**config.mk**
```make
export PLATFORM = sky130hd
export DESIGN_NAME = writeback_module
export DESIGN_NICKNAME = d
export VERILOG_FILES = /design/src/rtl/writeback_module.sv
export SDC_FILE = /design/constraint.sdc
export NUM_CORES = 1
export LEC_CHECK = 0
export ABC_CLOCK_PERIOD_IN_PS = 2700
export BUFFER_PORTS_ARGS = -buffer_cell sky130_fd_sc_hd__buf_2
export CAP_MARGIN = 40
export CORE_ASPECT_RATIO = 0.6
export CORE_MARGIN = 8
export CORE_UTILIZATION = 45
export CTS_BUF_LIST = sky130_fd_sc_hd__clkbuf_4
export DETAILED_ROUTE_END_ITERATION = 10
export PLACE_DENSITY = 0.79
export SYNTH_ARGS = -nofsm -noshare
export SYNTH_HDL_FRONTEND = slang
export SYNTH_SLANG_ARGS = --single-unit
```
**constraint.sdc**
```tcl
create_clock -name clk -period 2.7 [get_ports clk]
set_input_delay 0.675 -clock clk [delete_from_list [all_inputs] [get_ports clk]]
set_output_delay 0.675 -clock clk [all_outputs]
set_load 0.02 [all_outputs]
```
**src/rtl/writeback_module.sv**
```systemverilog
// -----------------------------------------------------------------------------
// writeback_module
//
// Purpose:
//   Final stage of the pipeline. Holds one WB pipeline register, captured from
//   the MEM stage on each rising clk, and produces the register-file write port
//   combinationally from that register (one cycle of latency). It also counts
//   the instructions that retire.
//
// Ports:
//   clk            rising-edge clock for all state
//   rst_n          asynchronous, active-low reset
//   in_valid       MEM stage presents a valid instruction
//   stall          hold the current WB contents
//   flush          discard the incoming instruction and load a bubble
//   opcode, funct  instruction[31:26] / instruction[5:0]
//   rt, rd         instruction[20:16] / instruction[15:11]
//   alu_result     ALU result (link address for jal)
//   mem_read_data  data-memory load result
//   reg_write      register-file write enable
//   write_reg      destination register number
//   write_data     data to write
//   wb_valid       WB register holds a valid instruction
//   retired_count  number of retired instructions (wraps)
// -----------------------------------------------------------------------------
module writeback_module (
  input  logic        clk,
  input  logic        rst_n,
  input  logic        in_valid,
  input  logic        stall,
  input  logic        flush,
  input  logic [5:0]  opcode,
  input  logic [5:0]  funct,
  input  logic [4:0]  rt,
  input  logic [4:0]  rd,
  input  logic [31:0] alu_result,
  input  logic [31:0] mem_read_data,
  output logic        reg_write,
  output logic [4:0]  write_reg,
  output logic [31:0] write_data,
  output logic        wb_valid,
  output logic [31:0] retired_count
);

  localparam logic [5:0] OP_RTYPE = 6'h00;
  localparam logic [5:0] OP_JAL   = 6'h03;
  localparam logic [5:0] OP_ADDI  = 6'h08;
  localparam logic [5:0] OP_ADDIU = 6'h09;
  localparam logic [5:0] OP_SLTI  = 6'h0A;
  localparam logic [5:0] OP_ANDI  = 6'h0C;
  localparam logic [5:0] OP_ORI   = 6'h0D;
  localparam logic [5:0] OP_XORI  = 6'h0E;
  localparam logic [5:0] OP_LUI   = 6'h0F;
  localparam logic [5:0] OP_LW    = 6'h23;
  localparam logic [5:0] FN_JR    = 6'h08;

  logic        valid_q;
  logic        done_q;
  logic [5:0]  opcode_q;
  logic [5:0]  funct_q;
  logic [4:0]  rt_q;
  logic [4:0]  rd_q;
  logic [31:0] alu_q;
  logic [31:0] mem_q;
  logic [31:0] retired_q;

  // The entry acts (writes and retires) only in its first valid cycle; done
  // marks a held entry that has already acted so a long stall cannot repeat it.
  logic retire;
  assign retire = valid_q & ~done_q;

  always_ff @(posedge clk or negedge rst_n) begin
    if (!rst_n) begin
      valid_q   <= 1'b0;
      done_q    <= 1'b0;
      opcode_q  <= '0;
      funct_q   <= '0;
      rt_q      <= '0;
      rd_q      <= '0;
      alu_q     <= '0;
      mem_q     <= '0;
      retired_q <= '0;
    end else begin
      if (retire) begin
        retired_q <= retired_q + 32'd1;
      end

      if (flush) begin
        // Bubble. A write already issued by the old entry stays issued.
        valid_q  <= 1'b0;
        done_q   <= 1'b0;
        opcode_q <= '0;
        funct_q  <= '0;
        rt_q     <= '0;
        rd_q     <= '0;
        alu_q    <= '0;
        mem_q    <= '0;
      end else if (stall) begin
        if (retire) begin
          done_q <= 1'b1;
        end
      end else begin
        valid_q  <= in_valid;
        done_q   <= 1'b0;
        opcode_q <= opcode;
        funct_q  <= funct;
        rt_q     <= rt;
        rd_q     <= rd;
        alu_q    <= alu_result;
        mem_q    <= mem_read_data;
      end
    end
  end

  logic write_capable;

  always_comb begin
    write_capable = 1'b0;
    write_reg     = rt_q;
    write_data    = alu_q;

    unique case (opcode_q)
      OP_RTYPE: begin
        write_capable = (funct_q != FN_JR);
        write_reg     = rd_q;
      end
      OP_JAL: begin
        write_capable = 1'b1;
        write_reg     = 5'd31;
      end
      OP_LW: begin
        write_capable = 1'b1;
        write_data    = mem_q;
      end
      OP_ADDI, OP_ADDIU, OP_SLTI, OP_ANDI, OP_ORI, OP_XORI, OP_LUI: begin
        write_capable = 1'b1;
      end
      default: begin
        write_capable = 1'b0;
      end
    endcase
  end

  assign reg_write     = retire & write_capable & (write_reg != 5'd0);
  assign wb_valid      = valid_q;
  assign retired_count = retired_q;

endmodule

```
==> results of run 1 <==
==> through the flow <==
step	instance area (µm²)	worst slack [ns]	hold slack (ns)	util (%)	cells
6_report	7000	-0.109	0.0610	58.2	817
5_1_grt	7000	-0.235	0.0320	58.2	816
4_1_cts	6920	-0.100	0.0262	57.6	813
3_5_place_dp	6530	0.348	0.460	54.3	778
3_3_place_gp	6530	0.357	0.455	54.3	778
2_1_floorplan	5520	0.317	0.379	-	470
==> repair_timing <==
item                       4_1_cts  5_1_grt
hold buffers                     0        0
setup endpoints to repair       34       38
cloned                           0        0
setup buffers                    3        4
pin swaps                        5        4
resized for setup                9       15
==> power by group through the flow <==
stage	clock network [mW]	logic [mW]	registers, mW
after detailed placement	0	0.624	2.03
after global placement	0	0.606	2.02
final	1.46	0.666	2.00
after global routing	1.58	0.722	2.02
after CTS	1.51	0.640	2.00
after floorplan	0	0.331	2.05
==> routing by layer <==
layer | global-route usage [%] | vias up
met5 | 0 | -
met1 | 22.3 | 2018
met4 | 4.97 | 2
met3 | 6.86 | 15
li1 | - | 1962
met2 | 26.4 | 133
==> cell type report <==
type,instances,area (µm²)
well taps,165,206
diodes,1,2.50
multi-input cells,322,2440
fillers,1029,5030
repair buffers,176,1010
flip-flops and latches,120,3000
clock inverters,14,196
clock buffers,18,135
inverters,1,3.75
==> worst max-delay path by stage <==
stage                end  slack, ns  depth (start not counted)
2_1_floorplan  reg_write       0.32                          4
3_3_place_gp   reg_write       0.36                          5
3_5_place_dp   reg_write       0.35                          5
4_1_cts        reg_write      -0.10                          5
5_1_grt        reg_write      -0.23                          5
6_report       reg_write      -0.11                          5
==> worst max-delay path: cells and delay by family (launching register included) <==
kind            cells  cell delay [ns]
simple gates        1             0.31
buf+inv             1             0.19
compound gates      3             0.68
flops               1             0.45
==> logic make-up (layout without fill, tap and decap cells) <==
group | Yosys count | in the layout
and+or+nand+nor | 160 | 160
other | 0 | 1
adders and majority gates | 1 | 1
muxes | 120 | 120
AOI/OAI and AO/OA | 10 | 10
buffers and inverters | 28 | 209
xor gates and xnor gates | 31 | 31
DFF | 120 | 120
==> flip-flops by register name, summed over array words and instances, names as in the netlist <==
register	count
rd_q	5
done_q	1
retired_count	32
opcode_q	6
mem_q	32
funct_q	6
rt_q	5
wb_valid	1
alu_q	32
==> cells in the final DEF, fill, tap and decap left out, drive strengths merged, types with 2 or more instances in the layout <==
cell / count
and2: 2
and3: 6
buf: 176
bufinv: 4
clkbuf: 18
clkinv: 5
clkinvlp: 3
dfrtp: 120
inv: 3
mux2: 33
mux2i: 87
nand2: 14
nand2b: 2
nand3: 14
nand3b: 2
nand4: 13
nor2: 92
nor3: 5
nor4: 4
o22a: 5
o32ai: 2
or2: 2
xnor2: 26
xor2: 5
==> run_results.csv, run 1 <==
group,metric,value,unit
status,status,"finished with violations",
status,violations,"setup timing",
synth,synth-compound-area-share,1.52,%
worst_setup_path,r2r_cells,4,
routing,route.met3.wl,1100,µm
timing,period_share,104,%
floorplanning,pin_count,162,
synth,postSynthCellCount,470,
synth,synth_edf_count,0,
synth,synth-async-reset-ratio,100,%
timing,worst_slew_pin_slew,0.740,ns
timing,drv_slew,0,
routing,detail_route.wirelength,14000,µm
synth,muxShareOfSynthArea,22.5,%
worst_setup_path,crit_chain,"nor4_4, o21a_2, o32ai_1, a311oi_2, buf_4",
synth,synth_area_leaders,"dfrtp_1 54%, mux2i_1 16%, mux2_2 6.7%",
timing,final.setup.tns,-0.148,ns
routing,vias,4130,
pwr,pwr-share-comb,16.1,%
worst_setup_path,cp_slowest_cell,"dfrtp_1",
routing,wire_per_inst,17.2,µm
clock_tree,root_buffer,"clkbuf_4",
floorplanning,core,12000,µm²
timing,fmax,0.356,GHz
run,drv_cap,0,
worst_setup_path,path_class,"reg2out",
clock_tree,cts_sinks,120,
layout,drive_above_1_share,39.6,%
synth,synth_ff_type,"dfrtp_1",
routing,drt-initial-drc-count,243,
routing,ant_nets,0,
synth,synthSimpleGateAreaFrac,14.0,%
grt,grt_pass1_wl,22500,µm
timing,setup_viol,4,
worst_setup_path,crit_fanout,6,
routing,highest_layer,"met5",
floorplanning,die-width,159,µm
routing,wl_met1,6440,µm
min_path,hp-class,"in2async",
placed_design,portBuffers,161,
grt,grt_pass1_vias,4416,
worst_setup_path,crit_arrival,2.13,ns
worst_setup_path,r2r_slack,0.78,ns
timing,fin_ws,-0.109,ns
synth,yosysTopAreaCell,"dfrtp_1",
placed_design,dp_hpwl,9980,µm
layout,nets,730,
synth,ys_ff_latch,120,
worst_setup_path,max_stage_delay,0.45,ns
timing,rsz0062_at_grt,"yes",
timing,fin_crit,2.81,ns
worst_setup_path,cp-start-kind,"flop",
clock_tree,htreeDepth,4,
grt,grt_max_degree,60,
synth,syn-num-nets,562,
pwr,p_switching,1.18,mW
worst_setup_path,startpoint,"opcode_q[2]",
pwr,switching_share,28.6,%
synth,avgSynthCellArea,11.7,µm²
floorplanning,start_util,45.9,%
pwr,p_leak,3.75,nW
layout,syn_to_final_growth,26.8,%
synth,synth_top_area_share,54.4,%
floorplanning,die_h,102,µm
synth,yosysUniqueCellTypes,37,
synth,synth_xor_area_share,4.92,%
synth,ys_warn_count,0,
worst_setup_path,critPathRequiredTime,2.03,ns
pwr,cellPowerDensity,590,nW/µm²
routing,drc,0,
routing,routed_via_density,5.06,
routing,wl_met2,6320,µm
floorplanning,num_rows,31,
clock_tree,numCtsBuffers,17,
placed_design,gp_congestion,0.791,
clock_tree,clk_path_buf_depth,2,
worst_setup_path,r2r_start,"wb_valid",
synth,synth_top_cells_by_count,"120 x dfrtp_1, 92 x nor2_1, 87 x mux2i_1, 33 x mux2_2, 26 x xnor2_1",
grt,grt_antenna_before_repair,1,
synth,synthAdderAreaFrac,0.227,%
grt,grt.total_usage,17.2,%
clock_tree,clkTransAtPathRegs,0.13,ns
synth,syn_area,5520,µm²
synth,synth_most_common_cell,"dfrtp_1",
clock_tree,clock_latency,0.52,ns
floorplanning,dieArea,16200,µm²
grt,gr-total-overflow,0,
pwr,irDropWorstVdd,279,µV
worst_setup_path,timing.rr.end,"retired_count[19]",
clock_tree,cts_tree,"built",
synth,yosysSeqAreaShare,54.4,%
pwr,p_int,2.95,mW
pwr,seq_power_share,48.5,%
pwr,power,4.13,mW
timing,skew,0.0319,ns
pwr,clock_power_share,35.4,%
timing,finalHoldViolCount,0,
worst_setup_path,endpoint_kind,"primary output",
routing,firstDrtPassIters,4,
timing,slew_headroom,50.3,%
synth,synth_top_family_by_area,"multiplexers",
Power figures use the tool's default switching activity.
==> inputs of run 2 (changes only) <==
--- a/config.mk
+++ b/config.mk
@@ -10,10 +10,10 @@
 export CAP_MARGIN = 40
 export CORE_ASPECT_RATIO = 0.6
 export CORE_MARGIN = 8
-export CORE_UTILIZATION = 45
+export CORE_UTILIZATION = 25
 export CTS_BUF_LIST = sky130_fd_sc_hd__clkbuf_4
 export DETAILED_ROUTE_END_ITERATION = 10
-export PLACE_DENSITY = 0.79
+export PLACE_DENSITY = 0.53
 export SYNTH_ARGS = -nofsm -noshare
 export SYNTH_HDL_FRONTEND = slang
 export SYNTH_SLANG_ARGS = --single-unit
==> run 2 against run 1 <==
Net effect:
- the run still ends with setup timing left
- sequential cell count did not move
- global-route usage fell by 5.6 points
- hold slack improved by 0.31 ns
- sequential power barely moved
- routed wire length rose by 10%
- count of clock-buffer cells in the layout fell by 1
- worst setup slack improved by 0.033 ns
- critical path depth did not move
- combinational power barely moved
- fmax rose by 1.2%
- power fell by 8.5%
- final cell count rose by 15%
- highest routed layer unchanged
==> run_results.csv, run 2 (synthesis gave the netlist of run 1 again) <==
group,metric,value,unit
timing,holdWs,0.369,ns
worst_setup_path,critPathRequiredTime,2.03,ns
pwr,p_leak,3.71,nW
timing,fmax,0.360,GHz
worst_setup_path,path_class,"reg2out",
placed_design,preCtsSetupSlack,0.318,ns
worst_setup_path,startpoint,"opcode_q[5]",
timing,drv_slew,0,
timing,period_share,103,%
layout,final_cell_mix,"149 x buf_2, 117 x dfrtp_1, 92 x nor2_1",
status,status,"finished with violations",
worst_setup_path,cp_slowest_cell,"dfrtp_2",
floorplanning,core,21900,µm²
placed_design,dp_hpwl,10800,µm
worst_setup_path,crit_chain,"nor4_4, o21a_2, o22ai_4, a311oi_2, buf_4",
floorplanning,start_util,25.2,%
clock_tree,clk_path_buf_depth,2,
routing,wire_per_inst,16.4,µm
timing,final.setup.tns,-0.299,ns
floorplanning,pin_count,162,
routing,drc,0,
routing,vias,4029,
worst_setup_path,cp_top_family,"compound AO/OA/AOI/OAI gates",
layout,drive_above_1_share,38.5,%
routing,routed_via_density,4.30,
clock_tree,clkTransAtPathRegs,0.12,ns
pwr,power,3.78,mW
grt,grt_pass1_vias,4306,
timing,worst_slew_pin_slew,0.764,ns
pwr,cellPowerDensity,533,nW/µm²
clock_tree,numCtsBuffers,17,
clock_tree,cts_tree,"built",
layout,final_util,32.5,%
clock_tree,htreeDepth,4,
grt,grt_antenna_before_repair,5,
placed_design,gp_congestion,0.738,
worst_setup_path,endpoint_kind,"primary output",
layout,final_common_cell,"buf_2",
layout,syn_to_final_growth,28.6,%
min_path,hp-class,"in2reg",
worst_setup_path,crit_buf_inv,1,
status,violations,"setup timing",
routing,detail_route.wirelength,15400,µm
placed_design,portBuffers,161,
layout,final_cells,938,
floorplanning,die_h,131,µm
routing,firstDrtPassIters,4,
grt,grt_max_degree,89,
layout,nets,730,
floorplanning,num_rows,42,
floorplanning,die-width,208,µm
placed_design,post-place-cells,900,
layout,postLayoutCellArea,7100,µm²
worst_setup_path,crit_arrival,2.10,ns
grt,gr-total-overflow,0,
timing,setup_viol,23,
floorplanning,dieArea,27200,µm²
layout,fill_cells,2290,
timing,fin_crit,2.78,ns
routing,drt-initial-drc-count,205,
run,drv_cap,0,
worst_setup_path,cp-start-kind,"flop",
worst_setup_path,crit_fanout,5,
timing,skew,0.0207,ns
timing,rsz0062_at_grt,"yes",
clock_tree,clock_latency,0.53,ns
min_path,hp-start,"alu_result[30]",
pwr,irDropWorstVdd,188,µV
timing,slew_headroom,48.7,%
worst_setup_path,r2r_start,"done_q",
clock_tree,cts_sinks,120,
timing,fin_ws,-0.0754,ns
timing,finalHoldViolCount,0,
placed_design,place_area,6690,µm²
routing,ant_nets,0,
grt,grt.total_usage,11.6,%
clock_tree,root_buffer,"clkbuf_4",
grt,grt_pass1_wl,24500,µm
worst_setup_path,max_stage_delay,0.45,ns
-- run 2: final cells by class --
| cell class | instances | area, µm² | share of cell area, % |
|---|---|---|---|
| antenna | 3 | 7.51 | 0.106 |
| clock inverter | 13 | 90.1 | 1.27 |
| clock buffer | 17 | 128 | 1.80 |
| sequential | 120 | 3010 | 42.4 |
| multi-input combinational | 322 | 2440 | 34.4 |
| timing repair buffer | 176 | 1060 | 14.9 |
| tap | 286 | 358 | 5.04 |
| inverter | 1 | 3.75 | 0.0529 |
-- run 2: worst paths after layout --
path	end	slack, ns	cells after the start
min	alu_q[30]	0.37	3
max reg2reg	retired_count[19]	0.77	4
max	reg_write	-0.08	5
min in group asynchronous	retired_count[31]	0.57	2
min reg2reg	retired_count[31]	0.49	1
max in group asynchronous	opcode_q[4]	1.37	3
-- run 2: worst min-delay path, cell delays in order --
cell     delay, ns
buf_2         0.07
mux2i_1       0.05
nor2_1        0.07
-- run 2: where the power goes --
group	internal, mW	switching (mW)	total [mW]	leakage, nW
Combinational	0.297	0.366	0.663	1.99
Sequential	1.90	0.0985	2.00	1.60
Clock	0.421	0.694	1.11	0.116
Total	2.62	1.16	3.78	3.71
-- run 2: layer usage --
layer | track usage [%] | vias up | share of wire, %
met5 | 0 | - | 0.17
met4 | 3.49 | 4 | 1.2
met3 | 5.18 | 17 | 7.6
met2 | 15.8 | 103 | 40
met1 | 16.2 | 1932 | 51
li1 | - | 1973 | -
-- run 2: repair_timing --
action                                  CTS  global route
resized for setup                        23            15
pin swaps                                 6             6
cloned                                    0             0
hold endpoints to repair                 24             0
endpoints found under the setup margin   38            38
buffers inserted                          4             0
hold buffers                              1             0
